## src/rtl/tlk2711_tx_sched.sv

```systemverilog
// tlk2711_tx_sched: round-robin frame scheduler driving one TLK2711 transmit port.
module tlk2711_tx_sched #(
  parameter int NREQ     = 2,
  parameter int SYNC_LEN = 4,
  parameter int LEN_W    = 16
) (
  input  logic                  clk,
  input  logic                  rst,
  input  logic                  i_link_up,
  input  logic [NREQ-1:0]       i_req,
  input  logic [NREQ*LEN_W-1:0] i_len,
  input  logic [NREQ*16-1:0]    i_data,
  input  logic [NREQ-1:0]       i_valid,
  output logic [NREQ-1:0]       o_ready,
  output logic [NREQ-1:0]       o_gnt,
  output logic [NREQ-1:0]       o_done,
  output logic                  o_abort,
  output logic                  o_busy,
  output logic [15:0]           o_txd,
  output logic                  o_tkmsb,
  output logic                  o_tklsb
);
  localparam int IW = $clog2(NREQ);
  localparam int SW = $clog2(SYNC_LEN + 1);
  localparam logic [15:0] SP = 16'hC5BC;
  localparam logic [15:0] SF = 16'h5CFB;
  localparam logic [15:0] EF = 16'hFDFE;
  typedef enum logic [2:0] {IDLE, SYNC, SOF, DATA, END, GAP} state_t;
  state_t cs, ns;
  logic [IW-1:0] gidx, gidx_n, rr, rr_n, win;
  logic [LEN_W-1:0] rem, rem_n;
  logic [SW-1:0] scnt, scnt_n;
  logic [NREQ-1:0] gnt_n, done_n;
  logic [15:0] txd_n;
  logic [1:0] tk_n;
  logic abort_n, found;
  assign o_busy  = cs != IDLE;
  assign o_ready = (cs == DATA && i_link_up && rem != '0) ? o_gnt : '0;
  always_comb begin
    ns = cs;
    gnt_n = o_gnt;
    gidx_n = gidx;
    rr_n = rr;
    rem_n = rem;
    scnt_n = scnt;
    txd_n = SP;
    tk_n = 2'b01;
    done_n = '0;
    abort_n = 1'b0;
    found = 1'b0;
    win = '0;
    for (int k = 0; k < NREQ; k++)
      if (!found && i_req[(int'(rr) + k) % NREQ]) begin
        found = 1'b1;
        win = IW'((int'(rr) + k) % NREQ);
      end
    case (cs)
      IDLE: if (i_link_up && found) begin
        ns = SYNC;
        gnt_n = NREQ'(1) << win;
        gidx_n = win;
        rem_n = i_len[int'(win)*LEN_W +: LEN_W];
        scnt_n = '0;
      end
      SYNC: begin
        scnt_n = scnt + 1'b1;
        ns = (scnt == SW'(SYNC_LEN - 1)) ? SOF : SYNC;
      end
      SOF: begin
        txd_n = SF;
        tk_n = 2'b11;
        ns = (rem != '0) ? DATA : END;
      end
      DATA: if (i_valid[gidx]) begin
        txd_n = i_data[int'(gidx)*16 +: 16];
        tk_n = 2'b00;
        rem_n = rem - 1'b1;
        ns = (rem == LEN_W'(1)) ? END : DATA;
      end else begin
        txd_n = EF;
        tk_n = 2'b11;
        abort_n = 1'b1;
        ns = GAP;
      end
      END: begin
        txd_n = EF;
        tk_n = 2'b11;
        done_n = o_gnt;
        ns = GAP;
      end
      GAP: begin
        gnt_n = '0;
        rr_n = (gidx == IW'(NREQ - 1)) ? '0 : gidx + 1'b1;
        ns = IDLE;
      end
      default: ns = IDLE;
    endcase
    // Link loss overrides the handshake: close the frame with EF right away
    if (!i_link_up && (cs == SYNC || cs == SOF || cs == DATA)) begin
      txd_n = EF;
      tk_n = 2'b11;
      abort_n = 1'b1;
      rem_n = rem;
      ns = GAP;
    end
  end
  always_ff @(posedge clk) begin
    if (rst) begin
      cs <= IDLE;
      o_gnt <= '0;
      gidx <= '0;
      rr <= '0;
      rem <= '0;
      scnt <= '0;
      o_txd <= SP;
      {o_tkmsb, o_tklsb} <= 2'b01;
      o_done <= '0;
      o_abort <= 1'b0;
    end else begin
      cs <= ns;
      o_gnt <= gnt_n;
      gidx <= gidx_n;
      rr <= rr_n;
      rem <= rem_n;
      scnt <= scnt_n;
      o_txd <= txd_n;
      {o_tkmsb, o_tklsb} <= tk_n;
      o_done <= done_n;
      o_abort <= abort_n;
    end
  end
endmodule

```

## config.mk

```make
export PLATFORM = sky130hd
export DESIGN_NAME = tlk2711_tx_sched
export DESIGN_NICKNAME = d
export VERILOG_FILES = /design/src/rtl/tlk2711_tx_sched.sv
export SDC_FILE = /design/constraint.sdc
export NUM_CORES = 1
export LEC_CHECK = 0
export ABC_CLOCK_PERIOD_IN_PS = 2400
export CAP_MARGIN = 30
export CELL_PAD_IN_SITES_DETAIL_PLACEMENT = 0
export CELL_PAD_IN_SITES_GLOBAL_PLACEMENT = 1
export CORE_MARGIN = 3
export CORE_UTILIZATION = 30
export CTS_BUF_LIST = sky130_fd_sc_hd__clkbuf_16
export DETAILED_ROUTE_END_ITERATION = 7
export PLACE_DENSITY = 0.81
export SLEW_MARGIN = 30
export SYNTH_ARGS = -nofsm -noshare
export SYNTH_HDL_FRONTEND = slang
export SYNTH_SLANG_ARGS = --single-unit
```

## constraint.sdc

```tcl
create_clock -name clk -period 2.4 [get_ports clk]
set_input_delay 0.24 -clock clk [delete_from_list [all_inputs] [get_ports clk]]
set_output_delay 0.24 -clock clk [all_outputs]
set_load 0.01 [all_outputs]
```

## Yosys cells after proc, flatten, opt, wreduce, memory -nomap -nowiden

Index checks and enable logic that the tools add are counted.

- Bits in registers: 47
- Latch bits: 0
- RAM bits: 0
- Bits in read-only memories: 0
- Output and inout port bits: 26
- Word-level logic and storage cells: 94
- Memories kept: 0

- Add/sub/neg operators: 4
- Multiply operators: 0
- Div/mod/pow operators: 0
- Magnitude comparators: 3
- Eq/ne operators: 10
- Shifts and indexed selects: 3
- Multiplexer cells: 36
- Bitwise gates (word level): 3
- Reduce and logical (&&, ||, !) cells: 22

Operators by type and width:

| operator | number |
|---|---|
| 32-bit by 6-bit variable part select with 16-bit output | 2 |
| 16-bit two-way mux | 3 |
| 16-bit one-hot mux with 3 select lines | 1 |
| 16-bit one-hot mux with 2 select lines | 1 |
| 3-bit two-way mux | 6 |
| 16-bit by 1-bit equality test with 1-bit output (second input constant) | 1 |
| 16-bit nonzero test | 1 |
| 16-bit by 1-bit subtractor with 16-bit output (second input constant) | 1 |
| 1-bit two-way mux | 15 |
| 3-bit one-hot mux with 5 select lines | 1 |
| 14-bit two-way mux | 1 |
| 2-bit two-way mux | 5 |
| 3-bit by 2-bit equality test with 1-bit output (second input constant) | 3 |
| 2-bit one-hot mux with 2 select lines | 2 |
| 3-bit equality test (second input constant) | 2 |
| 3-bit one-hot mux with 2 select lines | 1 |
| 2-bit AND reduction | 3 |
| 2-bit nonzero test | 3 |
| 2-bit OR reduction | 3 |
| 1-bit logical AND | 5 |
| 1-bit by 2-bit < comparator with 1-bit output (second input constant) | 2 |
| 4-bit AND reduction | 1 |
| 3-bit by 1-bit adder with 3-bit output (second input constant) | 1 |
| 3-bit by 1-bit equality test with 1-bit output (second input constant) | 1 |
| other kinds (12) | 16 |

## Logic depth before layout (Yosys ltp)

Gate-level depths: netlist of run 1.

- Depth in word-level cells: 11
- Gate-level depth with buffers: 7
- Depth with buffers taken out: 7

## Worst setup path before layout of run 1

OpenSTA, ideal clock, no wires.

- Kind: reg-to-reg
- Start point: reg rem[0]
- End point: reg rem[12]
- Data arrival time: 2.055 ns
- Setup slack: 0.214 ns
- Stages on the path, launching flop included: 8
- Path buffers: 0
- Clock period less this slack: 2.186 ns
- Cells stage by stage: dfxtp_1 > inv_1 > ha_1 > nor4b_1 > nand2_1 > or4_2 > a21oi_1 > o32ai_1

- Longest elaborated chain between the ends: 3

Ends and longest elaborated chain:

| what | line | text |
|---|---|---|
| from (decl) | 31 | `logic [LEN_W-1:0] rem, rem_n;` |
| from (signal assigned) | 124 | `rem <= rem_n;` |
| 16-bit by 1-bit subtractor with 16-bit output | 77 | `rem_n = rem - 1'b1;` |
| 16-bit two-way mux | 74 | `DATA: if (i_valid[gidx]) begin` |
| 16-bit one-hot mux with 2 select lines | 57 | `case (cs)` |

Every way passes these cells. The select of a mux whose other input is x is not followed.
A chain may end at the register's enable or synchronous reset.

## Worst setup path in the final report of run 1

- Start point: reg rem[9]
- End point: out o_ready[0]

- Longest elaborated chain between the ends: 3

Ends and longest elaborated chain:

| what | line | text |
|---|---|---|
| 16-bit nonzero test | 38 | `assign o_ready = (cs == DATA && i_link_up && rem != '0) ? o_gnt : '0;` |
| 1-bit logical AND | 38 |  |
| 2-bit two-way mux | 38 |  |
| to (decl) | 14 | `output logic [NREQ-1:0] o_ready,` |

Every way passes these cells.

==> results.json, run 1 <==
{
  "status": "completed",
  "area_growth_pct": 52.0,
  "vdd_ir_drop_max_mv": 0.287,
  "clock_skew_ns": 0.00339,
  "timing.final.crit_period_ns": 2.27,
  "num_rows": 33,
  "synthCells": 313,
  "finalHoldViolCount": 0,
  "track_usage": 0.156,
  "placed_cells": 518,
  "grt_max_degree": 30,
  "worstSetupEndpointType": "output port",
  "wire_per_inst_um": 15.0,
  "clock_latency_ns": 0.29,
  "clock_sinks": 47,
  "root_buffer": "clkbuf_16",
  "leakagePower_uw": 0.00147,
  "tns_ns": 0,
  "crit_type": "register to output port",
  "ys.flop_type": "dfxtp_1",
  "yosysSeqAreaShare": 0.362,
  "fin_cells": 526,
  "maxSlewHeadroom": 0.588,
  "drtPass1Iterations": 4,
  "start_util": 0.313,
  "io_pins": 97,
  "synth_nets": 389,
  "vias_per_cell": 5.11,
  "first_iter_violations": 92,
  "timing.fmax_mhz": 440,
  "yosys_warnings": 0,
  "hold_path_class": "register to register",
  "synth-async-reset-ratio": 0,
  "core_um2": 8300,
  "grt_overflow_total": 0,
  "cts_buffers": 5,
  "num_antenna_cells": 0,
  "design.die.area_um2": 9810,
  "cp.arrival_ns": 2.03,
  "drc": 0,
  "p_per_area_nw_per_um2": 535,
  "clk_pin_slew_ns": 0.07,
  "cap_violations": 0,
  "holdBufCountCts": 0,
  "antenna_found_initial": 0,
  "avgSynthCellArea_um2": 8.29,
  "htree_levels": 2,
  "nets": 496,
  "final-max-slew-violation-count": 0,
  "netlist_area_um2": 2600,
  "final_antenna_net_count": 0,
  "postCtsSetupBuffers": 0,
  "ctsLongestPathBuffers": 2,
  "final_layout_size_suffix_gt1_frac": 0.131,
  "period_share": 0.947,
  "vias": 2690,
  "gp_congestion": 0.861,
  "routed_wl_um": 7890,
  "start_kind": "register",
  "die_w_um": 99.0,
  "rsz0062_at_grt": "false",
  "io_buffers": 96,
  "dpl.hpwl_um": 6130,
  "tightest_slew_ns": 0.617,
  "grt_pass1_vias": 2469,
  "cts_tree": "yes",
  "ys_types": 49,
  "dieHeight_um": 99.0,
  "path_max_fanout": 2,
  "setup_violations": 0,
  "grt_first_pass_wirelength_um": 12500,
  "worst_ep_required_time_ns": 2.16,
  "synth-seq-cells": 47,
  "synth-edff-count": 0
}
## critical path: stages (launching register included)
cell and delay, ns:
dfxtp_1 0.31, or4_4 0.54, or3_4 0.36, nor3_4 0.13, a211oi_2 0.11, and2_1 0.17, clkbuf_2 0.12
## placed cells by master, fill, tap and decap left out, drive strengths merged, types with 6 or more instances in the layout
cell type,count
a211oi,6
a21oi,30
a31oi,6
buf,24
clkbuf,7
clkdlybuf4s50,94
dfxtp,47
inv,10
mux2,10
mux2i,19
nand2,21
nand2b,8
nor2,22
nor3,14
o21ai,24
or3,7
## state kept, by name (all words and copies together), names as in the netlist
register	cells
o_txd	16
rem	16
cs	3
scnt	3
o_done	2
o_gnt	2
gidx	1
o_abort	1
o_tklsb	1
o_tkmsb	1
rr	1
## worst paths after layout
check,start,slack (ns),to,cells after the start
setup reg to reg,rem[9],0.15,cs[2],6
hold reg to reg,rem[12],0.49,rem[12],2
hold / removal,rem[12],0.49,rem[12],2
setup / recovery,rem[9],0.13,o_ready[0],6
## report_power, final
group          switching, µW  internal (µW)  total [µW]  leakage (µW)
clock network            312            390         702     0.0000742
registers               31.9            817         849      0.000382
logic                    254            309         563       0.00101
total                    598           1520        2110       0.00147
## per-layer routing
layer / routed length [µm] / GRT usage / vias up
met5: 0 / 0 / -
met4: 134 / 0.0515 / 0
met3: 568 / 0.0354 / 10
met2: 3390 / 0.245 / 90
met1: 3790 / 0.212 / 1226
li1: - / - / 1364
## stage by stage
| step | setup WS, ns | hold WS, ns | util | total power [µW] | cell area (µm²) |
|---|---|---|---|---|---|
| floorplan | 0.214 | 0.365 | - | 1150 | 2600 |
| global placement | 0.0333 | 0.459 | 0.457 | 1410 | 3790 |
| detailed placement | 0.0233 | 0.478 | 0.457 | 1420 | 3790 |
| CTS | 0.0231 | 0.489 | 0.477 | 2130 | 3960 |
| global route | 0.0218 | 0.515 | 0.476 | 2220 | 3950 |
| finish | 0.128 | 0.487 | 0.476 | 2110 | 3950 |
## cells in the mapped netlist (all sizes together) (2+ instances only)
cell type	count	area share
a211o	5	0.017
a31oi	6	0.014
o31ai	2	0.0058
nor2b	5	0.012
a211oi	6	0.017
clkbuf	19	0.027
o21ai	24	0.046
and2	2	0.0048
or3	7	0.021
ha	5	0.024
inv	9	0.013
nor3b	4	0.012
nor3	14	0.027
a22oi	2	0.0058
a21oi	30	0.058
o21a	2	0.0058
o32ai	5	0.017
mux2	10	0.043
o22ai	2	0.0048
and3	4	0.0096
nor2	22	0.032
nand2	21	0.030
nand2b	8	0.019
a311o	2	0.0077
nor4	4	0.0096
mux2i	19	0.073
and3b	3	0.010
or2	2	0.0048
dfxtp	47	0.36
nand3	5	0.0096
or4	2	0.0077
## final cells by class
cell class                      count  area [µm²]
Inverter                            9        33.8
Multi-Input combinational cell    237        1560
Timing Repair Buffer              120        1130
Sequential cell                    47         941
Clock inverter                      3        22.5
Tap cell                          105         131
Fill cell                         807        4350
Clock buffer                        5         125
## logic make-up after synthesis
kind of cell    synth area share
mux                        0.117
flops                      0.362
xor+xnor                 0.00337
simple gates               0.223
compound gates             0.228
fa+ha+maj                 0.0241
buf+inv                   0.0419
## repair_timing
| item | CTS | global route |
|---|---|---|
| gates cloned | 0 | 0 |
| setup endpoints to repair | 2 | 2 |
| resized for setup | 7 | 2 |
| pin swaps | 1 | 0 |
| endpoints found under the hold margin | 0 | 0 |
No activity file was read; power rests on OpenSTA's default activity.
==> run 2, diff against run 1 <==
CTS_CLUSTER_DIAMETER = 40   (was not set)
HOLD_SLACK_MARGIN = 0.08   (was not set)
==> results of run 2 <==
Same layout as run 1: the final DEF is identical, and so are final timing and power.
==> run 3, diff against run 2 <==
ABC_CLOCK_PERIOD_IN_PS = 2700   (was 2400)
clock period = 2.7 ns   (was 2.4 ns; I/O delays follow)
==> run 3 against run 2 <==
- sequential share of layout area grew 0.40 points
- flip-flop and latch count unchanged
- wire length is 2.4% higher
- via count down 0.26%
- global-route usage rose by 0.51 points
- critical path depth is the same
- highest routed layer unchanged
- clock power down 9.4%
- non-clock buffer count decreased by 10
==> results.json, run 3 (synthesis gave the netlist of run 1 again) <==
{
  "status": "completed",
  "track_usage": 0.161,
  "cp_cell_sequence": "or4_4, or3_4, nor3_4, a211oi_2, and2_1, dlygate4sd2_1",
  "clock_skew_ns": 0.00289,
  "slowest_stage": "or4_4",
  "htree_levels": 2,
  "reg_top3": "o_txd (16), rem (16)",
  "clk_pin_slew_ns": 0.07,
  "hold_path_class": "register to register",
  "vias": 2683,
  "final_layout_size_suffix_gt1_frac": 0.105,
  "final_common_cell": "clkdlybuf4s50_1",
  "power_frac_seq": 0.409,
  "core_um2": 8300,
  "drtPass1Iterations": 4,
  "final_area_um2": 3880,
  "period_share": 0.952,
  "whs_path_depth": 2,
  "root_buffer": "clkbuf_16",
  "crit_type": "register to output port",
  "met2_usage": 0.254,
  "setup_violations": 0,
  "timing.hold.ws_ns": 0.480,
  "max_stage_delay_ns": 0.57,
  "num_rows": 33,
  "num_antenna_cells": 0,
  "io_buffers": 96,
  "grtUsageMet3": 0.0354,
  "clock_sinks": 47,
  "grt_pass1_vias": 2586,
  "ctsLongestPathBuffers": 2,
  "grt_max_degree": 30,
  "switching_share": 0.288,
  "tns_ns": 0,
  "busiest_layer": "met2",
  "clockPowerShare": 0.341,
  "timing.final.crit_period_ns": 2.57,
  "placed_cell_area_um2": 3720,
  "start_util": 0.313,
  "design.die.area_um2": 9810,
  "intPower_uw": 1330,
  "final-max-slew-violation-count": 0,
  "cap_violations": 0,
  "timing.fmax_mhz": 389,
  "drc": 0,
  "routed_wl_um": 8070,
  "first_iter_violations": 225,
  "p_per_area_nw_per_um2": 480,
  "io_pins": 97,
  "start_kind": "register",
  "vdd_ir_drop_max_mv": 0.367,
  "maxSlewHeadroom": 0.566,
  "final_antenna_net_count": 0,
  "leakagePower_uw": 0.00142,
  "clock_latency_ns": 0.29,
  "utilization": 0.468,
  "worstSetupEndpointType": "output port",
  "finalHoldViolCount": 0,
  "nets": 486,
  "use_met1": 0.222,
  "reg2reg_depth": 5,
  "grt_overflow_total": 0,
  "cp.arrival_ns": 2.30,
  "rsz0062_at_grt": "false",
  "gp_congestion": 0.871,
  "p_switching_uw": 538,
  "path_max_fanout": 7,
  "layout_common_cells": "clkdlybuf4s50_1, dfxtp_1, a21oi_1",
  "grt_first_pass_wirelength_um": 12900,
  "tightest_slew_ns": 0.645,
  "dpl.hpwl_um": 6130,
  "worst_ep_required_time_ns": 2.43,
  "wire_per_inst_um": 15.6,
  "die_w_um": 99.0,
  "area_growth_pct": 49.5,
  "cts_buffers": 5,
  "vias_per_cell": 5.20,
  "comb_power_share": 0.250,
  "cts_tree": "yes",
  "antenna_found_initial": 0,
  "dieHeight_um": 99.0
}
## run 3: final cells by class
cell class / instances / area (µm²)
Inverter: 9 / 33.8
Clock inverter: 3 / 25.0
Fill cell: 792 / 4420
Multi-Input combinational cell: 237 / 1560
Timing Repair Buffer: 110 / 1060
Tap cell: 105 / 131
Sequential cell: 47 / 941
Clock buffer: 5 / 125
## run 3: final timing paths
path	slack (ns)	to	from
max	0.13	o_ready[0]	rem[9]
min	0.48	scnt[1]	scnt[1]
max reg2reg	0.47	cs[2]	rem[9]
min reg2reg	0.48	scnt[1]	scnt[1]
## run 3: per-layer routing
metal	wire length, µm	part of all wire	vias to the layer above
met5	0	0	-
met4	101	0.013	0
met3	544	0.067	9
met2	3650	0.45	92
met1	3780	0.47	1242
li1	-	-	1340
## run 3: critical path: cells and delay by family (launching register included)
| family | cells | cell delay [ns] |
|---|---|---|
| flops | 1 | 0.36 |
| buf+inv | 1 | 0.27 |
| compound gates | 1 | 0.11 |
| simple gates | 4 | 1.26 |
## run 3: repair_timing
item                                    4_1_cts  5_1_grt
hold buffers                                  0        0
setup buffers                                 0        0
resized for setup                             5        0
endpoints found under the setup margin        2        0
hold endpoints to repair                      0        0
## run 3: per-stage QoR
step / cells / setup WS [ns] / power [µW]
after floorplan: 313 / 0.514 / 1020
after global placement: 508 / 0.174 / 1230
after detailed placement: 508 / 0.158 / 1230
after CTS: 516 / 0.134 / 1880
after global routing: 516 / 0.0509 / 1950
final: 516 / 0.130 / 1860
## run 3: power groups by stage
stage	logic (µW)	registers [µW]	clock network, µW
floorplan	255	767	0
global placement	452	774	0
detailed placement	456	776	0
CTS	468	760	649
global route	512	766	676
finish	466	762	636
